File: src/rtl/okim6295_pkg.sv
// Shared types and constants for the OKIM6295 sample-ROM responder.
// The line buffer holds one 8-byte line, which is refilled by one 4-word burst.
package okim6295_pkg;

   typedef enum logic [1:0] {
      IDLE,
      REQ,
      FILL
   } state_e;

   localparam int BURST_LEN  = 4;
   localparam int LINE_BYTES = 8;

   function automatic logic [14:0] lineOf(input logic [17:0] addr);
      return addr[17:3];
   endfunction

endpackage

File: src/rtl/okim6295_rom_server.sv
// Serves byte reads for the ADPCM core from a single 8-byte line buffer and
// refills that line with a 4-word little-endian burst from the sound-ROM port.
module okim6295_rom_server
   import okim6295_pkg::*;
#(
   parameter int                        MEM_ADDR_WIDTH = 25,
   parameter logic [MEM_ADDR_WIDTH-1:0] BASE_ADDR      = '0
) (
   input  logic                      clock,
   input  logic                      reset,
   input  logic [17:0]               io_rom_addr,
   output logic [7:0]                io_rom_dout,
   output logic                      io_rom_valid,
   output logic                      io_mem_rd,
   output logic [MEM_ADDR_WIDTH-1:0] io_mem_addr,
   input  logic                      io_mem_waitReq,
   input  logic                      io_mem_valid,
   input  logic [15:0]               io_mem_dout
);

   state_e      state_q, state_d;
   logic [14:0] tag_q, tag_d;
   logic [14:0] req_line_q, req_line_d;
   logic        line_valid_q, line_valid_d;
   logic [1:0]  word_cnt_q, word_cnt_d;
   logic [15:0] line_q [BURST_LEN];
   logic [15:0] line_d [BURST_LEN];
   logic        hit;
   logic [15:0] sel_word;

   // Handshake: a burst request is taken in the cycle where io_mem_rd=1 and
   // io_mem_waitReq=0; rd and addr are held stable until then. Each cycle with
   // io_mem_valid=1 in FILL delivers one word; words outside FILL are dropped.
   assign hit          = line_valid_q && (tag_q == lineOf(io_rom_addr)) && (state_q == IDLE);
   assign io_rom_valid = hit && !reset;
   assign sel_word     = line_q[io_rom_addr[2:1]];
   assign io_rom_dout  = io_rom_addr[0] ? sel_word[15:8] : sel_word[7:0];
   assign io_mem_rd    = (state_q == REQ) && !reset;
   assign io_mem_addr  = BASE_ADDR
                       + (MEM_ADDR_WIDTH'(req_line_q) * MEM_ADDR_WIDTH'(LINE_BYTES));

   always_comb begin
      state_d      = state_q;
      tag_d        = tag_q;
      req_line_d   = req_line_q;
      line_valid_d = line_valid_q;
      word_cnt_d   = word_cnt_q;
      line_d       = line_q;
      case (state_q)
         IDLE: begin
            if (!hit) begin
               req_line_d   = lineOf(io_rom_addr);
               line_valid_d = 1'b0;
               state_d      = REQ;
            end
         end
         REQ: begin
            if (!io_mem_waitReq) begin
               word_cnt_d = 2'd0;
               state_d    = FILL;
            end
         end
         FILL: begin
            if (io_mem_valid) begin
               line_d[word_cnt_q] = io_mem_dout;
               word_cnt_d         = word_cnt_q + 2'd1;
               // The line is tagged with the requested line even if the
               // address moved meanwhile; IDLE re-checks and may refetch.
               if (word_cnt_q == 2'(BURST_LEN - 1)) begin
                  tag_d        = req_line_q;
                  line_valid_d = 1'b1;
                  state_d      = IDLE;
               end
            end
         end
         default: state_d = IDLE;
      endcase
   end

   always_ff @(posedge clock) begin
      if (reset) begin
         state_q      <= IDLE;
         tag_q        <= '0;
         req_line_q   <= '0;
         line_valid_q <= 1'b0;
         word_cnt_q   <= '0;
      end else begin
         state_q      <= state_d;
         tag_q        <= tag_d;
         req_line_q   <= req_line_d;
         line_valid_q <= line_valid_d;
         word_cnt_q   <= word_cnt_d;
      end
   end

   always_ff @(posedge clock) begin
      line_q <= line_d;
   end

endmodule

File: config.mk
export PLATFORM = sky130hd
export DESIGN_NAME = okim6295_rom_server
export DESIGN_NICKNAME = d
export VERILOG_FILES = /design/src/rtl/okim6295_pkg.sv /design/src/rtl/okim6295_rom_server.sv
export SDC_FILE = /design/constraint.sdc
export NUM_CORES = 1
export LEC_CHECK = 0
export BUFFER_PORTS_ARGS = -buffer_cell sky130_fd_sc_hd__buf_4
export CORE_UTILIZATION = 60
export DETAILED_ROUTE_END_ITERATION = 6
export GPL_ROUTABILITY_DRIVEN = 0
export PLACE_DENSITY = 0.94
export SKIP_CTS_REPAIR_TIMING = 1
export SLEW_MARGIN = 0
export SYNTH_ARGS = -nofsm -noshare
export SYNTH_HDL_FRONTEND = slang
export SYNTH_SLANG_ARGS = --single-unit
File: constraint.sdc
create_clock -name clock -period 3.5 [get_ports clock]
set_clock_uncertainty 0.1 [all_clocks]
set_input_delay 0.7 -clock clock [delete_from_list [all_inputs] [get_ports clock]]
set_output_delay 0.7 -clock clock [all_outputs]
set_load 0.02 [all_outputs]
# Word level (Yosys, flattened, before mapping)
# Index checks and enable logic that the tools add are counted.
dict set report word_totals {
  word_cells 58
  output_inout_bits 35
  regBits 99
}
dict set report op_classes {
  muxes 19
  order_cmp 3
  bitwise 3
  add_sub_neg 1
  n_reduce_logical 15
  n_eq_ne 8
}
# operator n
set op_table {}
lappend op_table {{$bwmux 64} 1}
lappend op_table {{$mux 16} 3}
lappend op_table {{$bmux 16 s2} 1}
lappend op_table {{$demux 16 s2} 1}
lappend op_table {{$eq 15x15->1} 1}
lappend op_table {{$mux 2} 6}
lappend op_table {{$mux 8} 1}
lappend op_table {{$ne 2x2->1 const B} 4}
lappend op_table {{$reduce_and 4->1} 2}
lappend op_table {{$ge 3x3->1 const B} 2}
lappend op_table {{$not 2->3} 2}
lappend op_table {{$pmux 2 s3} 1}
lappend op_table {{$reduce_and 3->1} 2}
lappend op_table {{$logic_and 1x1->1} 5}
lappend op_table {{$eq 2x2->1 const B} 2}
lappend op_table {{$pmux 2 s2} 1}
lappend op_table {{$reduce_and 2->1} 2}
lappend op_table {{$reduce_bool 2->1} 2}
lappend op_table {{$lt 3x1->1 const B} 1}
lappend op_table {{$mux 1} 3}
lappend op_table {{$add 2x1->2 const B} 1}
lappend op_table {{$eq 2x1->1 const B} 1}
lappend op_table {{$logic_not 2->1} 1}
lappend op_table {{$pmux 1 s2} 1}
lappend op_table {{2 further kinds} 2}

# Depth between registers and ports, before layout
dict set report depth {
  depth_word 6
  mapped_depth 7
  mapped_depth_nobuf 6
}

# Worst setup path before layout
# Ideal clock, no wire load.
dict set report synth_path {
  kind {input to output}
  from {input port io_rom_addr[1]}
  to {output port io_rom_dout[0]}
  path_slack_ps 635
  path_buffers 2
  stages 4
  arrival_ps 2065
  path_cell_list {buf_2 -> buf_2 -> mux4_2 -> mux2_2}
}
dict set report synth_via {
  elab_chain_len 5
}
# element line
set synth_rtl {}
lappend synth_rtl {{start, declared} okim6295_rom_server.sv:11} ;# input logic [17:0] io_rom_addr,
lappend synth_rtl {{$not 2->3 (implied by the code)} okim6295_rom_server.sv:36} ;# assign sel_word = line_q[io_rom_addr[2:1]];
lappend synth_rtl {{$bmux 16 s2} okim6295_rom_server.sv:36}
lappend synth_rtl {{$mux 16 (implied by the code) (2 in a row)} okim6295_rom_server.sv:36}
lappend synth_rtl {{$mux 8} okim6295_rom_server.sv:37} ;# assign io_rom_dout = io_rom_addr[0] ? sel_word[15:8] : sel_word[7:0];
lappend synth_rtl {{end, declared} okim6295_rom_server.sv:12} ;# output logic [7:0] io_rom_dout,
# Every way passes these cells. The select of a mux whose other input is x is not followed.

# Worst setup path after layout
dict set report layout_path {
  from {input port io_rom_addr[11]}
  to {output port io_rom_valid}
}
dict set report layout_via {
  elab_chain_len 4
}
# element line
set layout_rtl {}
lappend layout_rtl {{$eq 15x15->1} okim6295_rom_server.sv:34} ;# assign hit = line_valid_q && (tag_q == lineOf(io_rom_addr)) && (state_q == IDLE);
lappend layout_rtl {{$logic_and 1x1->1 (2 in a row)} okim6295_rom_server.sv:34}
lappend layout_rtl {{$logic_and 1x1->1} okim6295_rom_server.sv:35} ;# assign io_rom_valid = hit && !reset;
lappend layout_rtl {{end, declared} okim6295_rom_server.sv:13} ;# output logic io_rom_valid,
# Every way passes these cells.

==> summary by stage <==
Pwr
The standby leakage power is between 1.5 and 2 nW. The maximum vdd ir drop is between 0.0002 and 0.0003 V. The areal power density over the cells is ~460 mW/mm^2. Total power for the finished layout comes to between 2 and 2.5 mW.

Hold path
The worst hold path belongs to the class flop to flop.

Floorplanning
Once the floorplan was initialized, standard cells occupied a little under two thirds of the core. The number of top-level pins is 73. After floorplanning, the core was divided into 29 placement rows.

The floorplan step set the die height to about 85 microns. The width of the die is 85.3 microns. The core region is 0.00653 sq mm.

The die covers just over 0.007 sq mm.

Setup path
The critical path arrival is 2.09 ns. The slowest stage of the critical path belongs to the cell sky130_fd_sc_hd__nor4_1. Among the stages of the critical path, the cell type that occurs most often is sky130_fd_sc_hd__buf_4. Along the worst path, the maximum fanout reaches 2. The startpoint-to-endpoint class of the critical path is input port to output port. STA classifies the critical path endpoint as an output port.

For this run, the slowest stage of the critical path takes 0.57 ns. STA puts the critical path data required time at ~2.7 ns. The critical path goes through buf_4 > xor2_1 > nor4_1 > nand4_1 > nor2_1 > buf_4.

The kind of launch point of the worst setup path is an input port.

Clock network
The number of clock buffers inserted by TritonCTS is 9. The number of H-tree levels is 3. The later-pin clock latency in the skew report is around 0.36 ns. The TritonCTS sink count is 99. No sink is reached through more buffers than the 2 on the longest clock path. Clock-pin slew was measured on the worst setup and hold paths at around 0.1 ns. The buffer type at the clock tree root is sky130_fd_sc_hd__clkbuf_8. The TritonCTS clock tree is yes.

GRT
The total global routing overflow is 0. The first global-routing pass estimated around 12 mm of wire. The pin count of the biggest net entering global routing is 53. The number of global-route vias before repair is approximately 2,400.

The number of antenna violations at the first check in global routing is 0. For this run, the total global-route usage over all layers was measured as 21.9%.

STA
The count of final hold-check violations is 0. The summed negative setup slack over all endpoints is 0 ns. The routed design could run at a clock period as short as ~2.9 ns. The final-report max-slew violation count is 0. The worst pin sits at a relative slew slack of 47.2%. Setup violations remaining at the end of the flow were counted as 0. The post-route fraction of the period consumed by the critical path is ~82%. Setup repair after global routing left no endpoint under its margin. Timing would allow up to approximately 350 MHz.

The slew at the pin with the worst max-slew slack is approximately 0.8 ns.

Cells and area
The number of nets in the layout is 398. The area added between synthesis and finish is 16.1%. Excluding fillers, the count of instances in the completed layout stands at 438. Of the cells placed in the final design, the portion with a size suffix greater than 1 is between 30% and 40%. The number of antenna diodes in the final layout is 0. The layout has 392 filler cells.

Logic synthesis
The number of unique standard cell types used by synthesis is 33. The register bit count reported by yosys is 99. The cell count after synthesis came out at between 200 and 300. The sequential fraction of the synthesis area is 63.0%. During synthesis, Yosys emitted a total of 0 warnings. The average size of a mapped cell is ~14 sq um.

The netlist area before placement is approximately 0.0042 sq mm.

Routing
The number of nets with antenna violations after routing is 0. The post-detailed-route DRC marker count is 0. Dividing the detail-routed wire length by the instance count gives about 17 microns.

The number of DRC violations after detailed-routing iteration 0 is just over 90. Using the TritonRoute via totals, the vias-per-cell ratio works out to 5.50. The post-detailed-routing wire length is 7.42 mm.

The pre-antenna-repair detailed-routing pass consisted of 5 iterations. The via count of the routed design is about 2,400.

Job
Max-cap violations in this run came to 0.

Placed design
The half-perimeter wire length of the detailed placement result is 5.04 mm. The number of buffer cells added on primary ports is 62. Including well taps, the total number of placed cells is roughly 420.

Outcome
The flow ran to the end, and the final reports show no timing, DRC or antenna violations.
==> placed cells by master (no fill, tap or decap), drive strengths merged <==
| master | Yosys | routed |
|---|---|---|
| a21oi | 20 | 20 |
| a221oi | 1 | 1 |
| and2 | 1 | 1 |
| and3 | 3 | 3 |
| and4 | 1 | 1 |
| buf | 15 | 66 |
| clkbuf | 9 | 9 |
| clkinv | 0 | 2 |
| conb | 1 | 10 |
| dfxtp | 35 | 35 |
| edfxtp | 64 | 64 |
| ha | 4 | 4 |
| inv | 4 | 9 |
| mux2 | 8 | 8 |
| mux2i | 16 | 16 |
| mux4 | 16 | 16 |
| nand2 | 34 | 34 |
| nand2b | 31 | 31 |
| nand4 | 1 | 1 |
| nor2 | 3 | 3 |
| nor2b | 1 | 1 |
| nor3 | 3 | 3 |
| nor3b | 1 | 1 |
| nor4 | 4 | 4 |
| nor4b | 1 | 1 |
| o21ai | 1 | 1 |
| or3b | 1 | 1 |
| xor2 | 15 | 15 |
==> state kept, by name (all words and copies together), names as in the netlist <==
register / cells
word_cnt_q: 2
state_q: 2
tag_q: 15
req_line_q: 15
line_q: 64
line_valid_q: 1
==> power by group <==
group	internal (mW)	switching, mW	total [mW]	leakage (nW)
sequential	1.26	0.0209	1.28	0.862
clock	0.278	0.419	0.697	0.0997
combinational	0.115	0.123	0.238	0.868
==> worst max-delay path, delay by kind of cell <==
family | cells | cell delay, ns
and+or+nand+nor | 3 | 0.95
buffers and inverters | 2 | 0.28
xor gates and xnor gates | 1 | 0.15
==> through the flow <==
| step | setup WS, ns | hold WS (ns) | util (%) | area [sq um] |
|---|---|---|---|---|
| 2_1_floorplan | 0.635 | 0.348 | - | 4200 |
| 3_3_place_gp | 0.724 | 0.353 | 71.1 | 4640 |
| 3_5_place_dp | 0.701 | 0.360 | 71.1 | 4640 |
| 4_1_cts | 0.625 | 0.374 | 74.0 | 4830 |
| 5_1_grt | 0.523 | 0.395 | 74.0 | 4830 |
| 6_report | 0.615 | 0.374 | 74.0 | 4830 |
==> layer usage <==
metal | global-route usage, % | up-vias | share of wire [%]
met5 | 0 | - | 0
met4 | 8.18 | 0 | 0.74
met3 | 5.45 | 4 | 5.2
met2 | 39.0 | 73 | 55
met1 | 25.9 | 1171 | 39
li1 | - | 1160 | -
==> final timing paths <==
path                      startpoint  slack [ns]                          to  cells after the start
min            tag_q[7]$_SDFFE_PP0P_        0.37       tag_q[7]$_SDFFE_PP0P_                      2
max                  io_rom_addr[11]        0.61                io_rom_valid                      6
min reg2reg    tag_q[7]$_SDFFE_PP0P_        0.37       tag_q[7]$_SDFFE_PP0P_                      2
max reg2reg  state_q[1]$_SDFFE_PP0P_        1.41  req_line_q[2]$_SDFFE_PP0P_                      6
==> cell families (layout without fill, tap and decap cells) <==
group	count (synthesis)	count (layout)	synth area share, %
flops	99	99	63.0
compound gates	22	22	2.73
buf+inv	28	86	3.91
mux	40	40	14.7
simple gates	85	85	11.3
other cells	1	10	0.0901
fa+ha+maj	4	4	1.20
xor+xnor	15	15	3.16
==> synthesized netlist by cell type (all sizes together) <==
| library cell | count | share of area [%] |
|---|---|---|
| dfxtp | 35 | 17 |
| and3 | 3 | 0.45 |
| conb | 1 | 0.090 |
| nor4b | 1 | 0.21 |
| nor2b | 1 | 0.15 |
| and4 | 1 | 0.27 |
| nor3b | 1 | 0.18 |
| edfxtp | 64 | 46 |
| nor2 | 3 | 0.27 |
| inv | 4 | 0.36 |
| and2 | 1 | 0.15 |
| ha | 4 | 1.2 |
| buf | 15 | 2.7 |
| a21oi | 20 | 2.4 |
| mux2i | 16 | 3.8 |
| nand2b | 31 | 4.7 |
| xor2 | 15 | 3.2 |
| or3b | 1 | 0.21 |
| mux4 | 16 | 8.7 |
| nand2 | 34 | 3.1 |
| nor3 | 3 | 0.75 |
| nand4 | 1 | 0.15 |
| o21ai | 1 | 0.12 |
| nor4 | 4 | 0.75 |
| mux2 | 8 | 2.2 |
| a221oi | 1 | 0.21 |
| clkbuf | 9 | 0.81 |
==> layout make-up <==
class | instances | area, sq um | share of cell area [%]
Sequential cell | 99 | 2620 | 54.3
Multi-Input combinational cell | 176 | 1410 | 29.2
Timing Repair Buffer | 66 | 495 | 10.3
Clock buffer | 9 | 124 | 2.56
Tap cell | 77 | 96.3 | 1.99
Clock inverter | 7 | 67.6 | 1.40
Inverter | 4 | 15.0 | 0.311
No activity file was read; power rests on OpenSTA's default activity.
